File: src/rtl/haz_pkg.sv
// Shared hazard-control types: forwarding select codes, stage shadow entries,
// and small helpers for register matching and tNew ageing.
package haz_pkg;

    localparam int unsigned REG_W  = 5;
    localparam int unsigned TNEW_W = 2;
    localparam int unsigned SEL_W  = 2;

    typedef logic [REG_W-1:0]  reg_idx_t;
    typedef logic [TNEW_W-1:0] tnew_t;
    typedef logic [SEL_W-1:0]  fwd_sel_t;

    // Operand source select codes
    localparam fwd_sel_t FWD_NONE = 2'd0;   // GRF / pipeline value
    localparam fwd_sel_t FWD_E    = 2'd1;   // E-stage result
    localparam fwd_sel_t FWD_M    = 2'd2;   // M-stage result
    localparam fwd_sel_t FWD_W    = 2'd3;   // W-stage result

    // E-stage shadow entry (full set of fields)
    typedef struct packed {
        reg_idx_t rs;
        reg_idx_t rt;
        reg_idx_t wa;
        logic     we;
        tnew_t    tnew;
    } stage_entry_t;

    // M-stage shadow entry: rs is no longer needed past E
    typedef struct packed {
        reg_idx_t rt;
        reg_idx_t wa;
        logic     we;
        tnew_t    tnew;
    } m_entry_t;

    // W-stage shadow entry: result is always ready here
    typedef struct packed {
        reg_idx_t wa;
        logic     we;
    } w_entry_t;

    // An in-flight writer matches a source only for a nonzero register
    function automatic logic entry_hit(input logic we, input reg_idx_t wa, input reg_idx_t r);
        return we && (wa == r) && (r != '0);
    endfunction

    // tNew moves one stage closer to ready, saturating at zero
    function automatic tnew_t tnew_age(input tnew_t t);
        return (t == '0) ? '0 : (t - tnew_t'(1));
    endfunction

endpackage

File: src/rtl/haz_mdu_timer.sv
// Multiply/divide busy timer: loads the operation latency on start,
// counts down to zero, and reports busy while a result is outstanding.
module haz_mdu_timer #(
    parameter int unsigned MULT_CYCLES = 5,
    parameter int unsigned DIV_CYCLES  = 10
) (
    input  logic clk,
    input  logic reset,
    input  logic start,
    input  logic div,
    output logic busy
);

    localparam int unsigned MAX_CYC = (DIV_CYCLES > MULT_CYCLES) ? DIV_CYCLES : MULT_CYCLES;
    localparam int unsigned CNT_W   = (MAX_CYC < 2) ? 1 : $clog2(MAX_CYC + 1);

    logic [CNT_W-1:0] cnt_q;
    logic [CNT_W-1:0] cnt_d;

    // Next count: a start (re)loads the latency, otherwise count down to zero
    always_comb begin
        cnt_d = cnt_q;
        if (start) begin
            cnt_d = div ? CNT_W'(DIV_CYCLES) : CNT_W'(MULT_CYCLES);
        end else if (cnt_q != '0) begin
            cnt_d = cnt_q - CNT_W'(1);
        end
    end

    // Counter register
    always_ff @(posedge clk or posedge reset) begin
        if (reset) begin
            cnt_q <= '0;
        end else begin
            cnt_q <= cnt_d;
        end
    end

    // Busy covers the start cycle itself plus every nonzero count
    always_comb begin
        busy = start | (cnt_q != '0);
    end

endmodule

File: src/rtl/hazard_ctrl.sv
// Pipeline hazard controller: shadows the E/M/W destination info, raises a
// load-use style stall from tUse/tNew, and picks forwarding sources for the
// D, E and M stage operands. Optional MDU busy interlock under HAZARD_MDU_EN.
module hazard_ctrl
    import haz_pkg::*;
#(
    parameter int unsigned MULT_CYCLES = 5,
    parameter int unsigned DIV_CYCLES  = 10
) (
    input  logic              clk,
    input  logic              reset,
    input  logic [REG_W-1:0]  d_rs,
    input  logic [REG_W-1:0]  d_rt,
    input  logic              d_re_rs,
    input  logic              d_re_rt,
    input  logic [TNEW_W-1:0] d_tuse_rs,
    input  logic [TNEW_W-1:0] d_tuse_rt,
    input  logic [REG_W-1:0]  d_wa,
    input  logic              d_we,
    input  logic [TNEW_W-1:0] d_tnew,
`ifdef HAZARD_MDU_EN
    input  logic              mdu_start_e,
    input  logic              mdu_div_e,
    input  logic              d_mdu_use,
    output logic              mdu_busy,
`endif
    output logic              stall,
    output logic [SEL_W-1:0]  fwd_d_rs,
    output logic [SEL_W-1:0]  fwd_d_rt,
    output logic [SEL_W-1:0]  fwd_e_rs,
    output logic [SEL_W-1:0]  fwd_e_rt,
    output logic [SEL_W-1:0]  fwd_m_rt
);

    stage_entry_t e_q, e_d;
    m_entry_t     m_q, m_d;
    w_entry_t     w_q, w_d;

    logic e_hit_rs, e_hit_rt;
    logic m_hit_rs, m_hit_rt;
    logic w_hit_rs, w_hit_rt;
    logic em_hit_rs, em_hit_rt;
    logic ew_hit_rs, ew_hit_rt;
    logic mw_hit_rt;
    logic haz_stall;

    // D-stage select: youngest ready producer wins, W is always ready
    function automatic fwd_sel_t d_sel(input logic e_hit, input tnew_t e_tnew,
                                       input logic m_hit, input tnew_t m_tnew,
                                       input logic w_hit);
        fwd_sel_t sel;
        sel = FWD_NONE;
        if (e_hit && (e_tnew == '0)) begin
            sel = FWD_E;
        end else if (m_hit && (m_tnew == '0)) begin
            sel = FWD_M;
        end else if (w_hit) begin
            sel = FWD_W;
        end
        return sel;
    endfunction

    // E-stage select: only M and W are older than an E operand
    function automatic fwd_sel_t e_sel(input logic m_hit, input tnew_t m_tnew, input logic w_hit);
        fwd_sel_t sel;
        sel = FWD_NONE;
        if (m_hit && (m_tnew == '0)) begin
            sel = FWD_M;
        end else if (w_hit) begin
            sel = FWD_W;
        end
        return sel;
    endfunction

    // Source-vs-stage match vectors
    always_comb begin
        e_hit_rs  = entry_hit(e_q.we, e_q.wa, d_rs);
        e_hit_rt  = entry_hit(e_q.we, e_q.wa, d_rt);
        m_hit_rs  = entry_hit(m_q.we, m_q.wa, d_rs);
        m_hit_rt  = entry_hit(m_q.we, m_q.wa, d_rt);
        w_hit_rs  = entry_hit(w_q.we, w_q.wa, d_rs);
        w_hit_rt  = entry_hit(w_q.we, w_q.wa, d_rt);
        em_hit_rs = entry_hit(m_q.we, m_q.wa, e_q.rs);
        em_hit_rt = entry_hit(m_q.we, m_q.wa, e_q.rt);
        ew_hit_rs = entry_hit(w_q.we, w_q.wa, e_q.rs);
        ew_hit_rt = entry_hit(w_q.we, w_q.wa, e_q.rt);
        mw_hit_rt = entry_hit(w_q.we, w_q.wa, m_q.rt);
    end

    // Data hazard stall: a matching producer will not be ready by the time D needs it
    always_comb begin
        haz_stall = 1'b0;
        if (d_re_rs && ((e_hit_rs && (e_q.tnew > d_tuse_rs)) ||
                        (m_hit_rs && (m_q.tnew > d_tuse_rs)))) begin
            haz_stall = 1'b1;
        end
        if (d_re_rt && ((e_hit_rt && (e_q.tnew > d_tuse_rt)) ||
                        (m_hit_rt && (m_q.tnew > d_tuse_rt)))) begin
            haz_stall = 1'b1;
        end
    end

`ifdef HAZARD_MDU_EN
    haz_mdu_timer #(
        .MULT_CYCLES (MULT_CYCLES),
        .DIV_CYCLES  (DIV_CYCLES)
    ) u_mdu_timer (
        .clk   (clk),
        .reset (reset),
        .start (mdu_start_e),
        .div   (mdu_div_e),
        .busy  (mdu_busy)
    );

    // Combined stall: data hazard or an HI/LO reader while the MDU is busy
    always_comb begin
        stall = ~reset & (haz_stall | (d_mdu_use & mdu_busy));
    end
`else
    // Combined stall: data hazard only
    always_comb begin
        stall = ~reset & haz_stall;
    end
`endif

    // Forwarding selects for all three consuming stages
    always_comb begin
        fwd_d_rs = d_sel(e_hit_rs, e_q.tnew, m_hit_rs, m_q.tnew, w_hit_rs);
        fwd_d_rt = d_sel(e_hit_rt, e_q.tnew, m_hit_rt, m_q.tnew, w_hit_rt);
        fwd_e_rs = e_sel(em_hit_rs, m_q.tnew, ew_hit_rs);
        fwd_e_rt = e_sel(em_hit_rt, m_q.tnew, ew_hit_rt);
        fwd_m_rt = mw_hit_rt ? FWD_W : FWD_NONE;
    end

    // Next shadow entries: stall drops a bubble into E, M and W always advance
    always_comb begin
        e_d = '0;
        if (!stall) begin
            e_d.rs   = d_rs;
            e_d.rt   = d_rt;
            e_d.wa   = d_wa;
            e_d.we   = d_we;
            e_d.tnew = d_tnew;
        end
        m_d.rt   = e_q.rt;
        m_d.wa   = e_q.wa;
        m_d.we   = e_q.we;
        m_d.tnew = tnew_age(e_q.tnew);
        w_d.wa   = m_q.wa;
        w_d.we   = m_q.we;
    end

    // Stage shadow registers
    always_ff @(posedge clk or posedge reset) begin
        if (reset) begin
            e_q <= '0;
            m_q <= '0;
            w_q <= '0;
        end else begin
            e_q <= e_d;
            m_q <= m_d;
            w_q <= w_d;
        end
    end

endmodule
File: config.mk
export PLATFORM = sky130hd
export DESIGN_NAME = hazard_ctrl
export DESIGN_NICKNAME = d
export VERILOG_FILES = /design/src/rtl/haz_pkg.sv /design/src/rtl/haz_mdu_timer.sv /design/src/rtl/hazard_ctrl.sv
export SDC_FILE = /design/constraint.sdc
export NUM_CORES = 1
export LEC_CHECK = 0
export CAP_MARGIN = 20
export CELL_PAD_IN_SITES_DETAIL_PLACEMENT = 0
export CELL_PAD_IN_SITES_GLOBAL_PLACEMENT = 1
export CORE_ASPECT_RATIO = 1.4
export CORE_MARGIN = 3
export CORE_UTILIZATION = 25
export CTS_BUF_LIST = sky130_fd_sc_hd__clkbuf_2 sky130_fd_sc_hd__clkbuf_4 sky130_fd_sc_hd__clkbuf_8
export DETAILED_ROUTE_END_ITERATION = 8
export DONT_BUFFER_PORTS = 1
export GPL_ROUTABILITY_DRIVEN = 1
export PLACE_DENSITY = 0.5
export REMOVE_ABC_BUFFERS = 1
export SLEW_MARGIN = 10
export SYNTH_ARGS = -nofsm -noshare
export SYNTH_HDL_FRONTEND = slang
export SYNTH_SLANG_ARGS = --single-unit
File: constraint.sdc
create_clock -name clk -period 2.3 [get_ports clk]
set_clock_uncertainty 0.2 [all_clocks]
set_input_delay 0.23 -clock clk [delete_from_list [all_inputs] [get_ports clk]]
set_output_delay 0.23 -clock clk [all_outputs]
set_load 0.02 [all_outputs]
==> results.json <==
{
  "status": "finished, violations left",
  "violations": "negative setup slack",
  "drv_slew": 0,
  "first_pass_iters": 4,
  "drt-total-wl_um": 5900,
  "htree_levels": 2,
  "final.min_clock_period_ns": 2.50,
  "timing.fmax_mhz": 400,
  "finalCritPeriodShare_pct": 109,
  "cts_sinks": 37,
  "synth.top_cell.area_share_pct": 43.1,
  "fin_cells": 350,
  "fp.dieH_um": 116,
  "fillCellCount": 816,
  "ys_warn_count": 0,
  "hold_viol_final": 0,
  "crit_type": "reg2out",
  "met3_length_um": 242,
  "synth_area_leaders": "dfrtp_1, xnor2_1, xor2_1",
  "postLayoutCellArea_sq_um": 2960,
  "setup_ws_ns": -0.199,
  "wl_met1_um": 2260,
  "ir_worst_vdd_mv": 0.274,
  "ys_seq_area_share_pct": 43.1,
  "cts-root-buf": "clkbuf_8",
  "cts.reportedPaths.clkPinSlew_ns": 0.07,
  "grt-ovfl-total": 0,
  "antenna_left": 0,
  "fp.dieW_um": 84.3,
  "hold_class": "reg2reg",
  "dieArea_sq_um": 9750,
  "reg2reg_depth": 8,
  "port_buffers": 0,
  "gp_congestion": 0.752,
  "yosys.area.top_type": "dfrtp_1",
  "crit_path_start": "m_q[1]",
  "critical_path_arrival_ns": 2.07,
  "rows": 39,
  "relSlewSlack_pct": 67.0,
  "grt_max_degree": 38,
  "worst_ep_required_time_ns": 1.87,
  "fin_hold_ws_ns": 0.214,
  "dp.cells": 314,
  "grt.total_usage_pct": 12.8,
  "io_pins": 37,
  "finalSetupViolCount": 3,
  "syn2layout_area_growth_pct": 38.0,
  "top_layer": "met4",
  "timing.rr.end": "e_q[3]",
  "critPathLaunchType": "flip-flop",
  "cts_tree": "yes",
  "start_util_pct": 26.0,
  "final_nets": 281,
  "drtIter0Drc": 89,
  "synth_ff_type": "dfrtp_1",
  "clock_path_buffers": 2,
  "synth_cell_type_count": 29,
  "crit_fanout": 3,
  "cp-end-kind": "primary output",
  "synth-edff-count": 0,
  "netlist_instances": 207,
  "p_leak_nw": 1.15,
  "core_sq_um": 8250,
  "power.density_nw_per_um2": 514,
  "synth_seq_cells": 37,
  "pre_cts_ws_ns": -0.0643,
  "antenna_cells": 0,
  "reg2reg_from": "m_q[1]",
  "syn-cell-area_sq_um": 2150,
  "synth-async-reset-ratio_pct": 100,
  "rsz0062_at_grt": "yes",
  "dp_hpwl_um": 4340,
  "grt_pass1_wl_um": 9460,
  "syn_area_per_cell_sq_um": 10.4,
  "grt_pass1_vias": 1727,
  "tightest_slew_ns": 0.495,
  "drcViolationCount": 0,
  "detail_route.wl_per_cell_um": 16.9,
  "yosys-top-cells-count": "xnor2_1, dfrtp_1, xor2_1",
  "worstSetupEndpoint": "stall",
  "clkLatencyLatePin_ns": 0.29,
  "maxCapViolations": 0,
  "grt_antenna_before_repair": 0,
  "viasPerCell": 4.63,
  "placed_area_sq_um": 2340,
  "yosys.cell_count.top_type": "xnor2_1",
  "cts_buffers": 5,
  "dr_wl_met2_um": 3280,
  "layout-drive-gt1-share_pct": 32.3,
  "r2r_slack_ns": 0.09,
  "vias": 1621
}
-- routing by layer --
layer	track usage, %	up-vias
li1	-	771
met1	14.6	810
met2	23.6	32
met3	2.84	8
met4	4.29	0
met5	0	-
-- where the power goes --
group | switching (W) | total [W] | internal, W
logic | 0.000136 | 0.000292 | 0.000155
registers | 0.0000451 | 0.000732 | 0.000687
clock network | 0.000229 | 0.000500 | 0.000271
total | 0.000410 | 0.00152 | 0.00111
-- registers in the layout, summed over array words and instances (netlist names) --
signal  flops
w_q         6
e_q        18
m_q        13
-- cells by family after synthesis --
group | share of synthesized area (%)
adders and majority gates | 4.66
AOI/OAI and AO/OA | 3.15
buffers and inverters | 3.85
xor gates and xnor gates | 22.0
DFF | 43.1
and+or+nand+nor | 23.1
-- how the worst min path moves through the flow --
stage,depth (start not counted),from,to
final,0,m_q[2],w_q[0]
after detailed placement,2,reset,m_q[2]
after floorplan,1,d_rt[2],e_q[10]
after CTS,0,m_q[2],w_q[0]
after global routing,0,m_q[2],w_q[0]
after global placement,2,reset,m_q[0]
-- per-stage QoR --
| step | TNS [ns] | util [%] | total power (W) |
|---|---|---|---|
| final | -0.293 | 35.9 | 0.00152 |
| after global routing | -0.800 | 35.9 | 0.00161 |
| after CTS | -0.222 | 33.9 | 0.00152 |
| after detailed placement | -0.606 | 28.3 | 0.000953 |
| after global placement | -0.399 | 28.3 | 0.000951 |
| after floorplan | 0 | - | 0.000892 |
-- cell usage in the layout (no fill, tap or decap), drive strengths merged --
cell type / count
clkinv: 1
clkbuf: 7
dlygate4sd3: 19
nor3b: 2
dfrtp: 37
nand3: 4
and3: 1
buf: 25
o2111ai: 4
nor4: 13
nor2: 4
a22oi: 1
nand2: 11
and2: 19
o21a: 1
xnor2: 39
a21o: 1
nor3: 4
or2: 2
nand2b: 1
or4: 5
inv: 7
nor2b: 9
a21oi: 2
xor2: 15
nand4: 6
ha: 8
-- layout make-up --
class	count	area [sq um]	area share, %
Clock buffer	7	96.3	3.25
Clock inverter	1	5.00	0.169
Inverter	7	26.3	0.887
Multi-Input combinational cell	152	1380	46.5
Sequential cell	37	931	31.4
Tap cell	102	128	4.31
Timing Repair Buffer	44	398	13.4
-- worst max-delay path, cell delays in order, from the launching register on --
cell and delay [ns]:
dfrtp_1 0.41, ha_1 0.32, nor2b_4 0.14, o2111ai_4 0.23
nor4_4 0.08, nor4_4 0.28, buf_4 0.17, inv_2 0.03
buf_6 0.12
-- repair_timing --
| action | 4_1_cts | 5_1_grt |
|---|---|---|
| gates cloned | 0 | 0 |
| endpoints found under the setup margin | 17 | 17 |
| pin swaps | 5 | 9 |
| buffers inserted | 6 | 3 |
| hold buffers | 19 | 0 |
| hold endpoints to repair | 55 | 0 |
| resized for setup | 23 | 27 |
No activity file was read; power rests on OpenSTA's default activity.
